==> config.mk <==
export PLATFORM = sky130hd
export DESIGN_NAME = pe_ctrl_fsm
export DESIGN_NICKNAME = d
export VERILOG_FILES = /design/src/rtl/pe_ctrl_pkg.sv /design/src/rtl/mod_counter.sv /design/src/rtl/pe_ctrl_fsm.sv
export SDC_FILE = /design/constraint.sdc
export NUM_CORES = 1
export LEC_CHECK = 0
export ABC_AREA = 1
export CAP_MARGIN = 40
export CORE_UTILIZATION = 53
export DETAILED_ROUTE_END_ITERATION = 6
export PLACE_DENSITY = 0.76
export SLEW_MARGIN = 20
export SYNTH_ARGS = -nofsm -noshare
export SYNTH_HDL_FRONTEND = slang
export SYNTH_HIERARCHICAL = 1
export SYNTH_SLANG_ARGS = --single-unit
==> constraint.sdc <==
create_clock -name clk -period 3.7 [get_ports clk]
set_input_delay 0.74 -clock clk [delete_from_list [all_inputs] [get_ports clk]]
set_output_delay 0.74 -clock clk [all_outputs]
set_load 0.02 [all_outputs]
==> src/rtl/pe_ctrl_pkg.sv <==
// Shared definitions for the processing-element controller: state encoding
// and default widths.
package pe_ctrl_pkg;

  localparam int ADDR_W_DEF = 8;
  localparam int CNT_W_DEF  = 8;

  typedef enum logic [2:0] {
    IDLE   = 3'd0,
    LOAD_F = 3'd1,
    LOAD_I = 3'd2,
    MAC    = 3'd3,
    ACC    = 3'd4,
    OUT    = 3'd5
  } pe_state_e;

endpackage

==> src/rtl/mod_counter.sv <==
// Up-counter that wraps to zero at a runtime modulus; clear has priority
// over enable.
module mod_counter #(
  parameter int W = 8
) (
  input  logic         clk,
  input  logic         reset,
  input  logic         en,
  input  logic         clr,
  input  logic [W-1:0] modulus,
  output logic [W-1:0] count
);

  logic [W:0] inc;

  assign inc = {1'b0, count} + (W+1)'(1);

  always_ff @(posedge clk or posedge reset) begin
    if (reset) begin
      count <= '0;
    end else if (clr) begin
      count <= '0;
    end else if (en) begin
      count <= (inc >= {1'b0, modulus}) ? '0 : inc[W-1:0];
    end
  end

endmodule

==> src/rtl/pe_ctrl_fsm.sv <==
// Row-stationary PE sequencer: loads S weights, keeps an S-deep circular
// ifmap window, runs S MACs per output, adds the upstream psum, emits N psums.
module pe_ctrl_fsm
  import pe_ctrl_pkg::*;
#(
  parameter int ADDR_W = ADDR_W_DEF,
  parameter int CNT_W  = CNT_W_DEF
) (
  input  logic              clk,
  input  logic              reset,
  input  logic              start,
  input  logic [CNT_W-1:0]  cfg_filt_size,
  input  logic [CNT_W-1:0]  cfg_num_out,
  output logic              busy,
  output logic              done,
  input  logic              filt_valid,
  output logic              filt_ready,
  input  logic              ifmap_valid,
  output logic              ifmap_ready,
  input  logic              psum_in_valid,
  output logic              psum_in_ready,
  output logic              psum_out_valid,
  input  logic              psum_out_ready,
  output logic              filt_we,
  output logic              ifmap_we,
  output logic [ADDR_W-1:0] filt_addr,
  output logic [ADDR_W-1:0] ifmap_addr,
  output logic              mac_en,
  output logic              acc_clr,
  output logic              acc_add_psum,
  output pe_state_e         dbg_state
);

  // Handshakes: a transfer happens only when valid and ready are both high in
  // the same cycle; every ready is decoded from state alone, never from valid.

  pe_state_e        state, next_state;
  logic [CNT_W-1:0] s_q, n_q, out_cnt;
  logic             need_full, done_q;
  logic [CNT_W-1:0] tap, wr_ptr, base;
  logic             accept, cfg_zero;
  logic             filt_hs, ifmap_hs, psin_hs, out_hs;
  logic             last_tap, last_out;
  logic             tap_en, base_en;
  logic [CNT_W:0]   win_sum, win_idx;

  // done_q blocks a start landing in the done cycle.
  assign accept   = (state == IDLE) && start && !done_q;
  assign cfg_zero = (cfg_filt_size == '0) || (cfg_num_out == '0);

  assign filt_hs  = (state == LOAD_F) && filt_valid;
  assign ifmap_hs = (state == LOAD_I) && ifmap_valid;
  assign psin_hs  = (state == ACC)    && psum_in_valid;
  assign out_hs   = (state == OUT)    && psum_out_ready;

  assign last_tap = (tap == s_q - CNT_W'(1));
  assign last_out = (out_cnt == n_q - CNT_W'(1));

  // One tap counter serves as k (weight load), the initial window fill and j
  // (MAC); each phase counts exactly S, so it is back at 0 for the next.
  assign tap_en  = filt_hs || (ifmap_hs && need_full) || (state == MAC);
  assign base_en = out_hs && !last_out;

  mod_counter #(.W(CNT_W)) u_tap (
    .clk(clk), .reset(reset), .en(tap_en), .clr(accept),
    .modulus(s_q), .count(tap)
  );

  mod_counter #(.W(CNT_W)) u_wr_ptr (
    .clk(clk), .reset(reset), .en(ifmap_hs), .clr(accept),
    .modulus(s_q), .count(wr_ptr)
  );

  mod_counter #(.W(CNT_W)) u_base (
    .clk(clk), .reset(reset), .en(base_en), .clr(accept),
    .modulus(s_q), .count(base)
  );

  assign win_sum = {1'b0, base} + {1'b0, tap};
  assign win_idx = (win_sum >= {1'b0, s_q}) ? (win_sum - {1'b0, s_q}) : win_sum;

  always_ff @(posedge clk or posedge reset) begin
    if (reset) begin
      state     <= IDLE;
      s_q       <= '0;
      n_q       <= '0;
      out_cnt   <= '0;
      need_full <= 1'b0;
      done_q    <= 1'b0;
    end else begin
      state  <= next_state;
      done_q <= (accept && cfg_zero) || (out_hs && last_out);
      if (accept) begin
        s_q       <= cfg_filt_size;
        n_q       <= cfg_num_out;
        out_cnt   <= '0;
        need_full <= 1'b1;
      end else if (out_hs) begin
        out_cnt   <= out_cnt + CNT_W'(1);
        need_full <= 1'b0;
      end
    end
  end

  always_comb begin
    next_state = state;
    case (state)
      IDLE:    if (accept && !cfg_zero) next_state = LOAD_F;
      LOAD_F:  if (filt_hs && last_tap) next_state = LOAD_I;
      LOAD_I:  if (ifmap_hs && (!need_full || last_tap)) next_state = MAC;
      MAC:     if (last_tap) next_state = ACC;
      ACC:     if (psin_hs) next_state = OUT;
      OUT:     if (out_hs) next_state = last_out ? IDLE : LOAD_I;
      default: next_state = IDLE;
    endcase
  end

  always_comb begin
    busy           = (state != IDLE);
    done           = done_q;
    filt_ready     = (state == LOAD_F);
    ifmap_ready    = (state == LOAD_I);
    psum_in_ready  = (state == ACC);
    psum_out_valid = (state == OUT);
    filt_we        = filt_hs;
    ifmap_we       = ifmap_hs;
    mac_en         = (state == MAC);
    acc_clr        = (state == MAC) && (tap == '0);
    acc_add_psum   = psin_hs;
    filt_addr      = '0;
    ifmap_addr     = '0;
    if (state == LOAD_F || state == MAC) filt_addr = ADDR_W'(tap);
    if (state == LOAD_I) ifmap_addr = ADDR_W'(wr_ptr);
    if (state == MAC)    ifmap_addr = ADDR_W'(win_idx);
    dbg_state      = state;
  end

endmodule

---- Yosys cells after proc, flatten, opt, wreduce, memory -nomap -nowiden ----
Cells that the tools add are included.
cells by class
  add/subtract/negate cells ............... 8
  $lt $le $gt $ge ......................... 4
  equal/unequal tests ..................... 13
  multiplexer cells ....................... 25
  reduce and logical (&&, ||, !) cells .... 34
operators by type and width
  kind                 number
  $mux 8               15
  $ge 9x8->1           4
  $add 8x1->9 const B  3
  $logic_not 8->1      3
  $mux 3               6
  $pmux 3 s6           1
  $eq 8x8->1           2
  $sub 8x1->8 const B  2
  $logic_and 1x1->1    14
  $ne 2x1->1 const B   6
  $add 8x8->9          1
  $add 8x1->8 const B  1
  $reduce_bool 2->1    4
  $sub 8x8->8          1
  $eq 3x2->1 const B   2
  $eq 3x3->1 const B   2
  $logic_or 1x1->1     6
  $reduce_and 6->1     1
  $logic_not 1->1      4
  $eq 3x1->1 const B   1
  $logic_not 3->1      1
  $reduce_bool 3->1    1
  $mux 1               2
  $mux 2               1
word-level totals
  flip-flop bits (word level) ............. 53
  input bits .............................. 23
  output and inout port bits .............. 30

---- Depth between registers and ports, before layout ----
  depth in word-level cells ............... 7
  mapped depth ............................ 18
  mapped depth without buffers ............ 18

---- Hierarchy ----
The synthesis kept the hierarchy.
modules (own cells, without submodules)
  module       instances  cells each  area an instance (sq um)  sequential area each (sq um)
  pe_ctrl_fsm  1          463         2974.1                    725.7
  mod_counter  3          112         742.0                     200.2

---- Worst setup path after synthesis ----
Ideal clock, no wire load.
  path kind ............................... register to output
  start point ............................. register u_tap.count[0]
  end point ............................... output ifmap_addr[3]
  data arrival time ....................... 2990 ps
  setup slack ............................. -30 ps
  stages on the path, launching flop included .. 17
  cells stage by stage .................... dfrtp_1 -> ha_1 -> fa_1 -> nand4_1 -> nand3_2 -> xnor2_1 -> inv_1 -> ha_1 -> a21oi_1 -> a21boi_1 -> nand2_2 -> nand2_4 -> nand2_4 -> buf_6 -> nand2_1 -> nand2_1 -> o21ai_1
on the way
  word-level cells in the longest chain between the ends .. 4
ends and longest elaborated chain
  element                                           RTL line            RTL
  start, declared                                   mod_counter.sv:11   output logic [W-1:0] count
  start signal, assigned                            mod_counter.sv:24   count <= (inc >= {1'b0, modulus}) ? '0 : inc[W-1:0];
  $add 8x8->9 *                                     pe_ctrl_fsm.sv:79   assign win_sum = {1'b0, base} + {1'b0, tap};
  $sub 8x8->8 / $ge 9x8->1 (equally long branches)  pe_ctrl_fsm.sv:80   assign win_idx = (win_sum >= {1'b0, s_q}) ? (win_sum - {1'b0, s_q}) : win_sum;
  $mux 8 *                                          pe_ctrl_fsm.sv:80
  $mux 8 *                                          pe_ctrl_fsm.sv:134  if (state == MAC) ifmap_addr = ADDR_W'(win_idx);
  end, declared                                     pe_ctrl_fsm.sv:27   output logic [ADDR_W-1:0] ifmap_addr,
Mark *: on every way between the ends. The rest lies on a longest branch, timed or not.

---- Worst setup path after layout ----
  start point ............................. register u_tap.count[4]
  end point ............................... output ifmap_addr[6]
Same word-level chain as after synthesis.

==> impl_metrics.toml <==
[detailed_routing]
drtIter0Drc = 352
wire_per_inst_um = 14.6
ant_nets = 0
via_per_inst = 5.29
postRouteWirelength_mm = 15.3
firstDrtPassIters = 7
vias = 5557
drc = 0

[place]
dpl_cell_area_um2 = 6230
io_buffers = 52
dpl.hpwl_mm = 11.4
gp_congestion = 0.910

[synthesis]
synthArstFlopShare = 1.00
syn_inst = 799
synth_seq_area_share = 0.255
synth_area_leaders = "dfrtp_1, nand2_1, ha_1"
synth_edf_count = 0
yosys.area.top_type = "dfrtp_1"
avgSynthCellArea_um2 = 6.51
ys_ff_latch = 53
synthesis.area_um2 = 5200
synth_cell_types = 40
yosysTopAreaCellShare = 0.255
synth_nets = 870
synth_flop_cell = "dfrtp_1"
yosysWarningCount = 6

[worst_setup_path]
worstSetupEndpointType = "output pin"
crit_path_start_kind = "register"
required_ns = 2.96
crit_fanout = 3
crit_type = "reg2out"
crit_buf_inv = 5
cp_slowest_cell = "dfrtp_2"
path_delay_family = "simple AND/OR/NAND/NOR gates"
crit_chain = "ha_4, nand2_1, inv_2, nand4_1, nand2_2, xor2_1, inv_1, ha_4, buf_4, inv_1, o21bai_1, a21oi_1, or2_2, nand3_1, nand3_1, nand2_1, buf_4"
critPathArrivalTime_ns = 3.14
crit_path_max_incr_delay_ns = 0.46

[clock_tree]
clk_pin_slew_worst_paths_ns = 0.11
clockBufferDepth = 2
cts_tree = "done"
cts_made_buffers = 5
cts.sinks = 53
insertion_delay_ns = 0.31
cts.root.buffer_cell = "clkbuf_8"
h-tree-depth = 2

[finish]
mostFrequentLayoutCell = "nand2_1"
seq_area_um2 = 1330
fin_area_um2 = 6720
diodes = 0
drive_above_1_share = 0.191
multi_input_area_um2 = 3540
nets = 991
final_util = 0.717
n_fill_cell = 780
final_cell_mix = "nand2_1, inv_1, nor2_1"
synthToLayoutAreaGrowth_pct = 29.3

[sta]
maxSlewHeadroom = 0.629
skew_ns = 0.0123
whs_ns = 0.526
hold_viol = 0
fin_crit_ns = 3.88
rsz0062_at_grt = "true"
setup_viol = 8
worst_pin_slew_ns = 0.555
drv_slew = 0
fmax_ghz = 0.258
setup_slack_ns = -0.177
period_share = 1.05

[global_routing]
grt_remaining_overflow = 0
grt_max_degree = 30
antenna_found_initial = 0
grt_usage = 0.315
grt_pass1_wl_mm = 24.9
grt_pass1_vias = 5368

[floorplanning]
boundaryPins = 53
die_area_um2 = 10200
start_util = 0.555
coreArea_um2 = 9370
die_y_um = 101
core.rowCount = 35
die_w_um = 101

[flow_run]
maxCapViolations = 0

[pwr]
p_total_uw = 5270
leakage_uw = 0.00368
vdd_drop_max_v = 0.000331
p_per_area_nw_per_um2 = 784

[status]
violations = "negative setup slack"
status = "complete, but fails checks"

[worst_hold_path]
min_path_type = "reg2reg"
==> power breakdown <==
part | leakage [µW] | internal (µW) | switching (µW) | total [µW]
Sequential | 0.000694 | 746 | 259 | 1010
Combinational | 0.00293 | 1620 | 2290 | 3910
Clock | 0.0000518 | 156 | 206 | 362
==> tightest hold or removal path, cell delays in order (launching register included) <==
cell and delay (ns):
dfrtp_1 0.39, nand2_1 0.06, nand2_1 0.05
==> area by class of cell <==
type / count / area share
clock inverter: 2 / 0.00261
multi-input combinational: 592 / 0.526
inverter: 146 / 0.0823
tap: 129 / 0.0240
sequential: 53 / 0.197
clock buffer: 6 / 0.0123
timing repair buffer: 122 / 0.155
==> sequential cells by signal (all words and copies together) (netlist names) <==
signal	flops
u_wr_ptr/count	8
done	1
need_full	1
u_tap/count	8
out_cnt	8
u_base/count	8
s_q	8
n_q	8
dbg_state	3
==> per-stage QoR <==
| stage | instances | setup WS, ns | setup TNS [ns] |
|---|---|---|---|
| after floorplan | 799 | 0.0617 | 0 |
| after global placement | 1023 | -0.262 | -1.85 |
| after detailed placement | 1023 | -0.316 | -2.35 |
| after CTS | 1048 | 0.00129 | 0 |
| after global routing | 1050 | -0.377 | -2.73 |
| final | 1050 | -0.177 | -1.29 |
==> Yosys cell counts, types with 4 or more instances <==
library cell / instances
buf_2: 7
inv_2: 4
nand4_1: 11
xor2_1: 21
nor2_1: 86
nor2_2: 9
nand2_1: 245
xnor2_1: 9
o21ai_0: 22
ha_1: 46
dfrtp_1: 53
nor2_4: 5
nand2_2: 4
nand2_4: 4
a21oi_1: 18
o21ai_1: 7
nand3_1: 62
nand3_2: 10
inv_1: 139
==> cell families after synthesis <==
kind of cell / share of synthesized area
DFF: 0.255
AOI/OAI and AO/OA: 0.0794
buffers and inverters: 0.117
adders and majority gates: 0.118
and+or+nand+nor: 0.380
xor gates and xnor gates: 0.0505
==> final timing paths <==
path                                      start         endpoint  slack, ns  depth (start not counted)
worst min-delay path                     n_q[7]           n_q[7]       0.53                          2
worst max-delay path             u_tap/count[4]    ifmap_addr[6]      -0.18                         17
min in group asynchronous                 reset   u_tap/count[3]       0.86                          2
worst max register to register  u_base/count[0]  u_base/count[0]       0.98                         16
max in group asynchronous                 reset     dbg_state[2]       2.45                          3
worst min register to register           n_q[7]           n_q[7]       0.53                          2
==> timing repair <==
action                                 CTS  global route
cloned                                   1             0
resized for setup                       76            14
setup endpoints to repair                8             8
hold buffers                             0             0
endpoints found under the hold margin    0             0
buffers inserted                        16             2
pin swaps                               27            13
==> layer usage <==
layer	up-vias	routed length, µm	global-route usage	part of all wire
li1	2730	-	-	-
met3	51	936	0.0589	0.061
met5	-	0	0	0
met2	207	7420	0.544	0.48
met4	0	563	0.122	0.037
met1	2569	6430	0.387	0.42
Note: power is estimated with default switching activity, not from simulation.
